--- src/rtl/fetch_buffer.sv ---
// ---------------------------------------------------------------------------
// fetch_buffer
//
// Instruction fetch stage sitting directly in front of the decoder. It walks
// a sequential PC, issues one word fetch at a time over a single-outstanding
// valid/ready memory handshake, and queues {pc, instr, fault} entries in a
// small FIFO. The FIFO head is presented to the decoder with a valid/ready
// handshake. A redirect (flush) from execute discards everything queued and
// in flight, then restarts fetching at the new target.
//
// Parameters
//   DEPTH      FIFO entries (power of two, >= 2)
//   RESET_PC   first fetch address after reset (word aligned)
//
// Ports
//   clock       in   rising-edge clock
//   reset       in   asynchronous active-high reset
//   flush       in   redirect request from execute
//   flush_pc    in   redirect target, low two bits ignored
//   imem_valid  out  fetch request active
//   imem_addr   out  fetch address, stable while imem_valid is high
//   imem_ready  in   response valid this cycle, completes the request
//   imem_rdata  in   fetched instruction word
//   imem_error  in   access fault, qualified by imem_ready
//   out_valid   out  head entry valid toward the decoder
//   out_instr   out  head instruction (nop when out_valid is low)
//   out_pc      out  head PC (zero when out_valid is low)
//   out_fault   out  head entry carries a fetch fault
//   out_ready   in   decoder accepts the head entry
// ---------------------------------------------------------------------------
module fetch_buffer #(
    parameter int unsigned DEPTH    = 4,
    parameter logic [31:0] RESET_PC = 32'h0000_0000
) (
    input  logic        clock,
    input  logic        reset,
    input  logic        flush,
    input  logic [31:0] flush_pc,
    output logic        imem_valid,
    output logic [31:0] imem_addr,
    input  logic        imem_ready,
    input  logic [31:0] imem_rdata,
    input  logic        imem_error,
    output logic        out_valid,
    output logic [31:0] out_instr,
    output logic [31:0] out_pc,
    output logic        out_fault,
    input  logic        out_ready
);

    localparam int unsigned PTR_W = $clog2(DEPTH);
    localparam int unsigned CNT_W = PTR_W + 1;

    localparam logic [CNT_W-1:0] FULL_COUNT = CNT_W'(DEPTH);
    localparam logic [31:0]      NOP_INSTR  = 32'h0000_0013;

    typedef enum logic [1:0] {
        ST_FETCH,   // normal sequential fetching
        ST_DRAIN,   // waiting out a request that was in flight at a redirect
        ST_HALT     // a fault was fetched; idle until redirected
    } state_t;

    // ------------------------------------------------------------------
    // Registers
    // ------------------------------------------------------------------
    state_t             r_state;
    logic [31:0]        r_fetch_pc;
    logic [31:0]        r_drain_addr;
    logic               r_req_pending;   // request raised in an earlier cycle, not yet answered

    logic [PTR_W-1:0]   r_rd_ptr;
    logic [PTR_W-1:0]   r_wr_ptr;
    logic [CNT_W-1:0]   r_count;

    logic [31:0]        r_pc_q    [DEPTH];
    logic [31:0]        r_instr_q [DEPTH];
    logic               r_fault_q [DEPTH];

    // ------------------------------------------------------------------
    // Request side
    // ------------------------------------------------------------------
    logic               w_imem_valid;
    logic [31:0]        w_imem_addr;
    logic               w_resp;
    logic               w_push;
    logic               w_pop;
    logic               w_out_valid;
    logic               w_hold_req;
    logic [31:0]        w_flush_target;

    // The FIFO-space check only gates the start of a request; once raised
    // the request is held by r_req_pending even if the FIFO fills meanwhile.
    // Reset gates the request combinationally so the memory sees it drop
    // the moment reset asserts.
    assign w_imem_valid = !reset &&
                          ((r_state == ST_DRAIN) ||
                           ((r_state == ST_FETCH) && (r_req_pending || (r_count != FULL_COUNT))));

    // While draining, fetch_pc already holds the redirect target, so the
    // abandoned request's address is replayed from r_drain_addr.
    assign w_imem_addr  = (r_state == ST_DRAIN) ? r_drain_addr : r_fetch_pc;

    assign imem_valid   = w_imem_valid;
    assign imem_addr    = w_imem_addr;

    assign w_resp         = w_imem_valid && imem_ready;
    assign w_hold_req     = w_imem_valid && !imem_ready;
    assign w_flush_target = flush_pc & 32'hFFFF_FFFC;

    // Flush wins over both queue operations; a response in DRAIN is dropped.
    assign w_push = w_resp && (r_state == ST_FETCH) && !flush;
    assign w_pop  = w_out_valid && out_ready && !flush;

    // ------------------------------------------------------------------
    // Fetch control FSM
    // ------------------------------------------------------------------
    // NOTE: every register below is assigned with <= so all of them sample
    // the same pre-edge values; a blocking = here would leak updated values
    // into later statements of the same block.
    always_ff @(posedge clock or posedge reset) begin
        if (reset) begin
            r_state       <= ST_FETCH;
            r_fetch_pc    <= RESET_PC;
            r_drain_addr  <= 32'h0000_0000;
            r_req_pending <= 1'b0;
        end else begin
            r_req_pending <= w_hold_req;

            if (flush) begin
                r_fetch_pc <= w_flush_target;
                if (w_hold_req) begin
                    // A request is on the bus and cannot be retracted. When
                    // already draining, w_imem_addr is r_drain_addr itself,
                    // so the held address is unchanged.
                    r_state      <= ST_DRAIN;
                    r_drain_addr <= w_imem_addr;
                end else begin
                    r_state <= ST_FETCH;
                end
            end else begin
                case (r_state)
                    ST_FETCH: begin
                        if (w_resp) begin
                            r_fetch_pc <= r_fetch_pc + 32'd4;
                            if (imem_error) begin
                                r_state <= ST_HALT;
                            end
                        end
                    end
                    ST_DRAIN: begin
                        if (imem_ready) begin
                            r_state <= ST_FETCH;
                        end
                    end
                    ST_HALT: begin
                        // Only a flush leaves HALT.
                    end
                    default: begin
                        r_state <= ST_FETCH;
                    end
                endcase
            end
        end
    end

    // ------------------------------------------------------------------
    // FIFO pointers and occupancy
    // ------------------------------------------------------------------
    always_ff @(posedge clock or posedge reset) begin
        if (reset) begin
            r_rd_ptr <= '0;
            r_wr_ptr <= '0;
            r_count  <= '0;
        end else if (flush) begin
            r_rd_ptr <= '0;
            r_wr_ptr <= '0;
            r_count  <= '0;
        end else begin
            if (w_push) begin
                r_wr_ptr <= r_wr_ptr + PTR_W'(1);
            end
            if (w_pop) begin
                r_rd_ptr <= r_rd_ptr + PTR_W'(1);
            end
            case ({w_push, w_pop})
                2'b10:   r_count <= r_count + CNT_W'(1);
                2'b01:   r_count <= r_count - CNT_W'(1);
                default: r_count <= r_count;
            endcase
        end
    end

    // ------------------------------------------------------------------
    // FIFO storage
    // ------------------------------------------------------------------
    // NOTE: the entry array has no reset; an entry is only observable after
    // it has been written, because out_valid is derived from r_count.
    always_ff @(posedge clock) begin
        if (w_push) begin
            r_pc_q[r_wr_ptr]    <= r_fetch_pc;
            r_instr_q[r_wr_ptr] <= imem_rdata;
            r_fault_q[r_wr_ptr] <= imem_error;
        end
    end

    // ------------------------------------------------------------------
    // Decoder side
    // ------------------------------------------------------------------
    assign w_out_valid = (r_count != '0);

    assign out_valid = w_out_valid;
    assign out_instr = w_out_valid ? r_instr_q[r_rd_ptr] : NOP_INSTR;
    assign out_pc    = w_out_valid ? r_pc_q[r_rd_ptr]    : 32'h0000_0000;
    assign out_fault = w_out_valid ? r_fault_q[r_rd_ptr] : 1'b0;

endmodule

--- config.mk ---
export PLATFORM = sky130hd
export DESIGN_NAME = fetch_buffer
export DESIGN_NICKNAME = d
export VERILOG_FILES = /design/src/rtl/fetch_buffer.sv
export SDC_FILE = /design/constraint.sdc
export NUM_CORES = 1
export LEC_CHECK = 0
export CORE_ASPECT_RATIO = 1.2
export CORE_MARGIN = 4
export CORE_UTILIZATION = 55
export CTS_CLUSTER_DIAMETER = 100
export DETAILED_ROUTE_END_ITERATION = 12
export HOLD_SLACK_MARGIN = 0.12
export PLACE_DENSITY = 0.8
export SLEW_MARGIN = 10
export SYNTH_ARGS = -nofsm -noshare
export SYNTH_HDL_FRONTEND = slang
export SYNTH_SLANG_ARGS = --single-unit
--- constraint.sdc ---
create_clock -name clock -period 4.75 [get_ports clock]
set_input_delay 0.95 -clock clock [delete_from_list [all_inputs] [get_ports clock]]
set_output_delay 0.95 -clock clock [all_outputs]
set_load 0.03 [all_outputs]
==> impl_metrics.env <==
export IMPL_fillerInstances=1590
export IMPL_synth_top_area_share_pct=56.1
export IMPL_cts_tree="done"
export IMPL_drtPass1Iterations=5
export IMPL_hold_start="r_drain_addr[1]"
export IMPL_synth_ff_type="edfxtp_1"
export IMPL_rsz0062_at_grt="false"
export IMPL_synthesis_area_per_instance_sq_um=15.8
export IMPL_start_util_pct=56.1
export IMPL_reg2reg_to="r_fetch_pc[21]"
export IMPL_cp_top_family="buffers and inverters"
export IMPL_cts_made_buffers=31
export IMPL_power_frac_comb_pct=27.2
export IMPL_layout_area_seq_sq_um=9370
export IMPL_fin_skew_ns=0.0128
export IMPL_status="finished clean"
export IMPL_crit_chain="buf_4, mux4_2, and2_1, clkdlybuf4s50_1"
export IMPL_wl_um=28000
export IMPL_drt_initial_drc_count=507
export IMPL_clockBufferDepth=3
export IMPL_worst_setup_path_end_kind="output port"
export IMPL_clk_pin_slew_ns=0.06
export IMPL_io_pin_count=169
export IMPL_grt_remaining_overflow=0
export IMPL_maxSlewHeadroom_pct=44.7
export IMPL_wl_per_cell_um=20.6
export IMPL_ys_async_sr_fraction_pct=22.2
export IMPL_netlist_instances=852
export IMPL_numPortBuffers=164
export IMPL_critPathRequiredTime_ns=3.80
export IMPL_max_vdd_ir_drop_v=0.000326
export IMPL_dieHeight_um=179
export IMPL_reg2reg_from="r_state[1]"
export IMPL_multiInputGateArea_sq_um=3880
export IMPL_drc=0
export IMPL_powerDensity_nw_per_um2=488
export IMPL_finalWorstPathRequiredPeriod_ns=4.00
export IMPL_min_period_over_period_pct=84.3
export IMPL_drv_slew=0
export IMPL_setup_tns_ns=0
export IMPL_p_clk_share_pct=30.2
export IMPL_post_cts_buffers=0
export IMPL_ys_types=47
export IMPL_min_path_cells=1
export IMPL_final_area_sq_um=16600
export IMPL_ys_warn_count=0
export IMPL_worst_r2r_setup_slack_ns=1.76
export IMPL_worstPathArrival_ns=3.05
export IMPL_hold_ws_ns=0.484
export IMPL_route_vias_total=7922
export IMPL_synth_edf_count=252
export IMPL_pwr_share_seq_pct=42.6
export IMPL_gp_congestion=0.828
export IMPL_fp_dieW_um=151
export IMPL_cp_max_fo=28
export IMPL_cp_slowest_cell="dfrtp_4"
export IMPL_antenna_found_initial=0
export IMPL_intPower_mw=5.75
export IMPL_fin_nets=1094
export IMPL_holdBufCountCts=0
export IMPL_tightest_slew_ns=0.829
export IMPL_hpwl_um=17500
export IMPL_crit_type="reg -> out"
export IMPL_clkSinkCount=324
export IMPL_final_hold_violation_count=0
export IMPL_post_route_util_pct=68.9
export IMPL_ys_top_cells_by_area="edfxtp_1, dfrtp_1, mux4_2, nand2_1, and2_1"
export IMPL_hold_path_class="reg -> reg"
export IMPL_synthToLayoutAreaGrowth_pct=22.9
export IMPL_ys_seq_area_share_pct=69.5
export IMPL_netlist_top_cell_by_area="edfxtp_1"
export IMPL_htreeDepth=1
export IMPL_core_sq_um=24000
export IMPL_fmax_mhz=250
export IMPL_drive_gt1_share_pct=16.5
export IMPL_yosys_top_cells_count="edfxtp_1, nand2_1, dfrtp_1"
export IMPL_swShare_pct=29.0
export IMPL_yosysMostFrequentCell="edfxtp_1"
export IMPL_p_leak_nw=5.67
export IMPL_detail_route_antenna_nets=0
export IMPL_start_kind="flop"
export IMPL_whs_endpoint="r_drain_addr[1]"
export IMPL_yosys_register_bits=324
export IMPL_synth_area_sq_um=13500
export IMPL_clock_latency_ns=0.54
export IMPL_cpPeakStageDelay_ns=0.81
export IMPL_die_area_sq_um=27100
export IMPL_p_total_mw=8.09
export IMPL_critPathBufInv=2
export IMPL_reg2reg_depth=4
export IMPL_grt_pass1_vias=8111
export IMPL_placementRows=62
export IMPL_p_sw_mw=2.35
export IMPL_cts_resized=0
export IMPL_grt_pass1_wl_um=45100
export IMPL_diodes=0
export IMPL_placed_area_sq_um=15600
export IMPL_track_usage_pct=21.0
export IMPL_grt_max_degree=64
export IMPL_setup_violations_final=0
export IMPL_vias_per_cell=5.82
export IMPL_cap_violations=0
export IMPL_cts_root_buf="clkbuf_16"
layout make-up:
cell class	instances	share of cell area [%]
inverter	7	0.159
sequential	324	56.6
multi-input combinational	469	23.4
clock inverter	18	1.30
timing repair buffer	185	11.3
clock buffer	38	4.84
tap	320	2.42
power by group through the flow:
stage / clock network (mW) / registers, mW / logic (mW)
after floorplan: 0 / 3.40 / 1.46
after global placement: 0 / 3.49 / 2.20
after detailed placement: 0 / 3.51 / 2.23
after CTS: 2.49 / 3.45 / 2.24
after global routing: 2.62 / 3.48 / 2.35
final: 2.44 / 3.45 / 2.20
layer usage:
metal / track usage, % / routed length [um]
met5: 0 / 0
met4: 4.79 / 522
met3: 3.32 / 1860
met2: 35.7 / 14300
met1: 29.0 / 11300
state kept, by name, indices dropped and copies added, names as in the netlist:
register,cells
r_count,3
r_drain_addr,32
r_fault_q,4
r_fetch_pc,30
r_instr_q,128
r_pc_q,120
r_rd_ptr,2
r_req_pending,1
r_state,2
r_wr_ptr,2
cells in the final DEF, fill, tap and decap left out, types with 6 or more instances in the layout:
cell / n
dfrtp_1: 70
xnor2_1: 6
clkinv_1: 8
nor2_1: 31
buf_4: 15
a31oi_1: 19
o21ai_0: 14
mux2_2: 32
o31ai_1: 14
and2_1: 63
clkdlybuf4s50_1: 164
nand3_1: 17
edfxtp_1: 252
clkbuf_16: 31
clkbuf_1: 7
or4_1: 21
nand2_1: 114
nand4_1: 6
mux4_2: 63
buf_12: 6
how the worst max path moves through the flow:
stage / startpoint / to / cells past startpoint
floorplan: reset / r_fault_q[0] / 4
global placement: imem_ready / r_fetch_pc[21] / 5
detailed placement: imem_ready / r_fetch_pc[21] / 5
CTS: r_rd_ptr[0] / out_pc[14] / 4
global route: r_rd_ptr[0] / out_instr[10] / 4
finish: r_rd_ptr[0] / out_instr[21] / 4
per-stage QoR:
stage / std cells / worst slack (ns)
after floorplan: 853 / 0.819
after global placement: 1305 / 0.865
after detailed placement: 1305 / 0.763
after CTS: 1361 / 0.675
after global routing: 1361 / 0.558
final: 1361 / 0.746
worst reg2reg max path, delay by kind of cell, from the launching register on:
kind / cells / cell delay, ns
AO/OA/AOI/OAI: 1 / 0.19
AND/OR/NAND/NOR: 3 / 2.28
flip-flops: 1 / 0.44
logic make-up after synthesis:
| logic type | after synthesis | synth area share, % |
|---|---|---|
| flip-flops | 324 | 69.5 |
| AND/OR/NAND/NOR | 290 | 11.0 |
| multiplexers | 97 | 13.3 |
| AO/OA/AOI/OAI | 65 | 3.11 |
| buffers and inverters | 60 | 1.80 |
| XOR/XNOR | 9 | 0.585 |
| adder cells (fa/ha/maj) | 6 | 0.613 |
| other | 1 | 0.0278 |
Power figures use the tool's default switching activity.
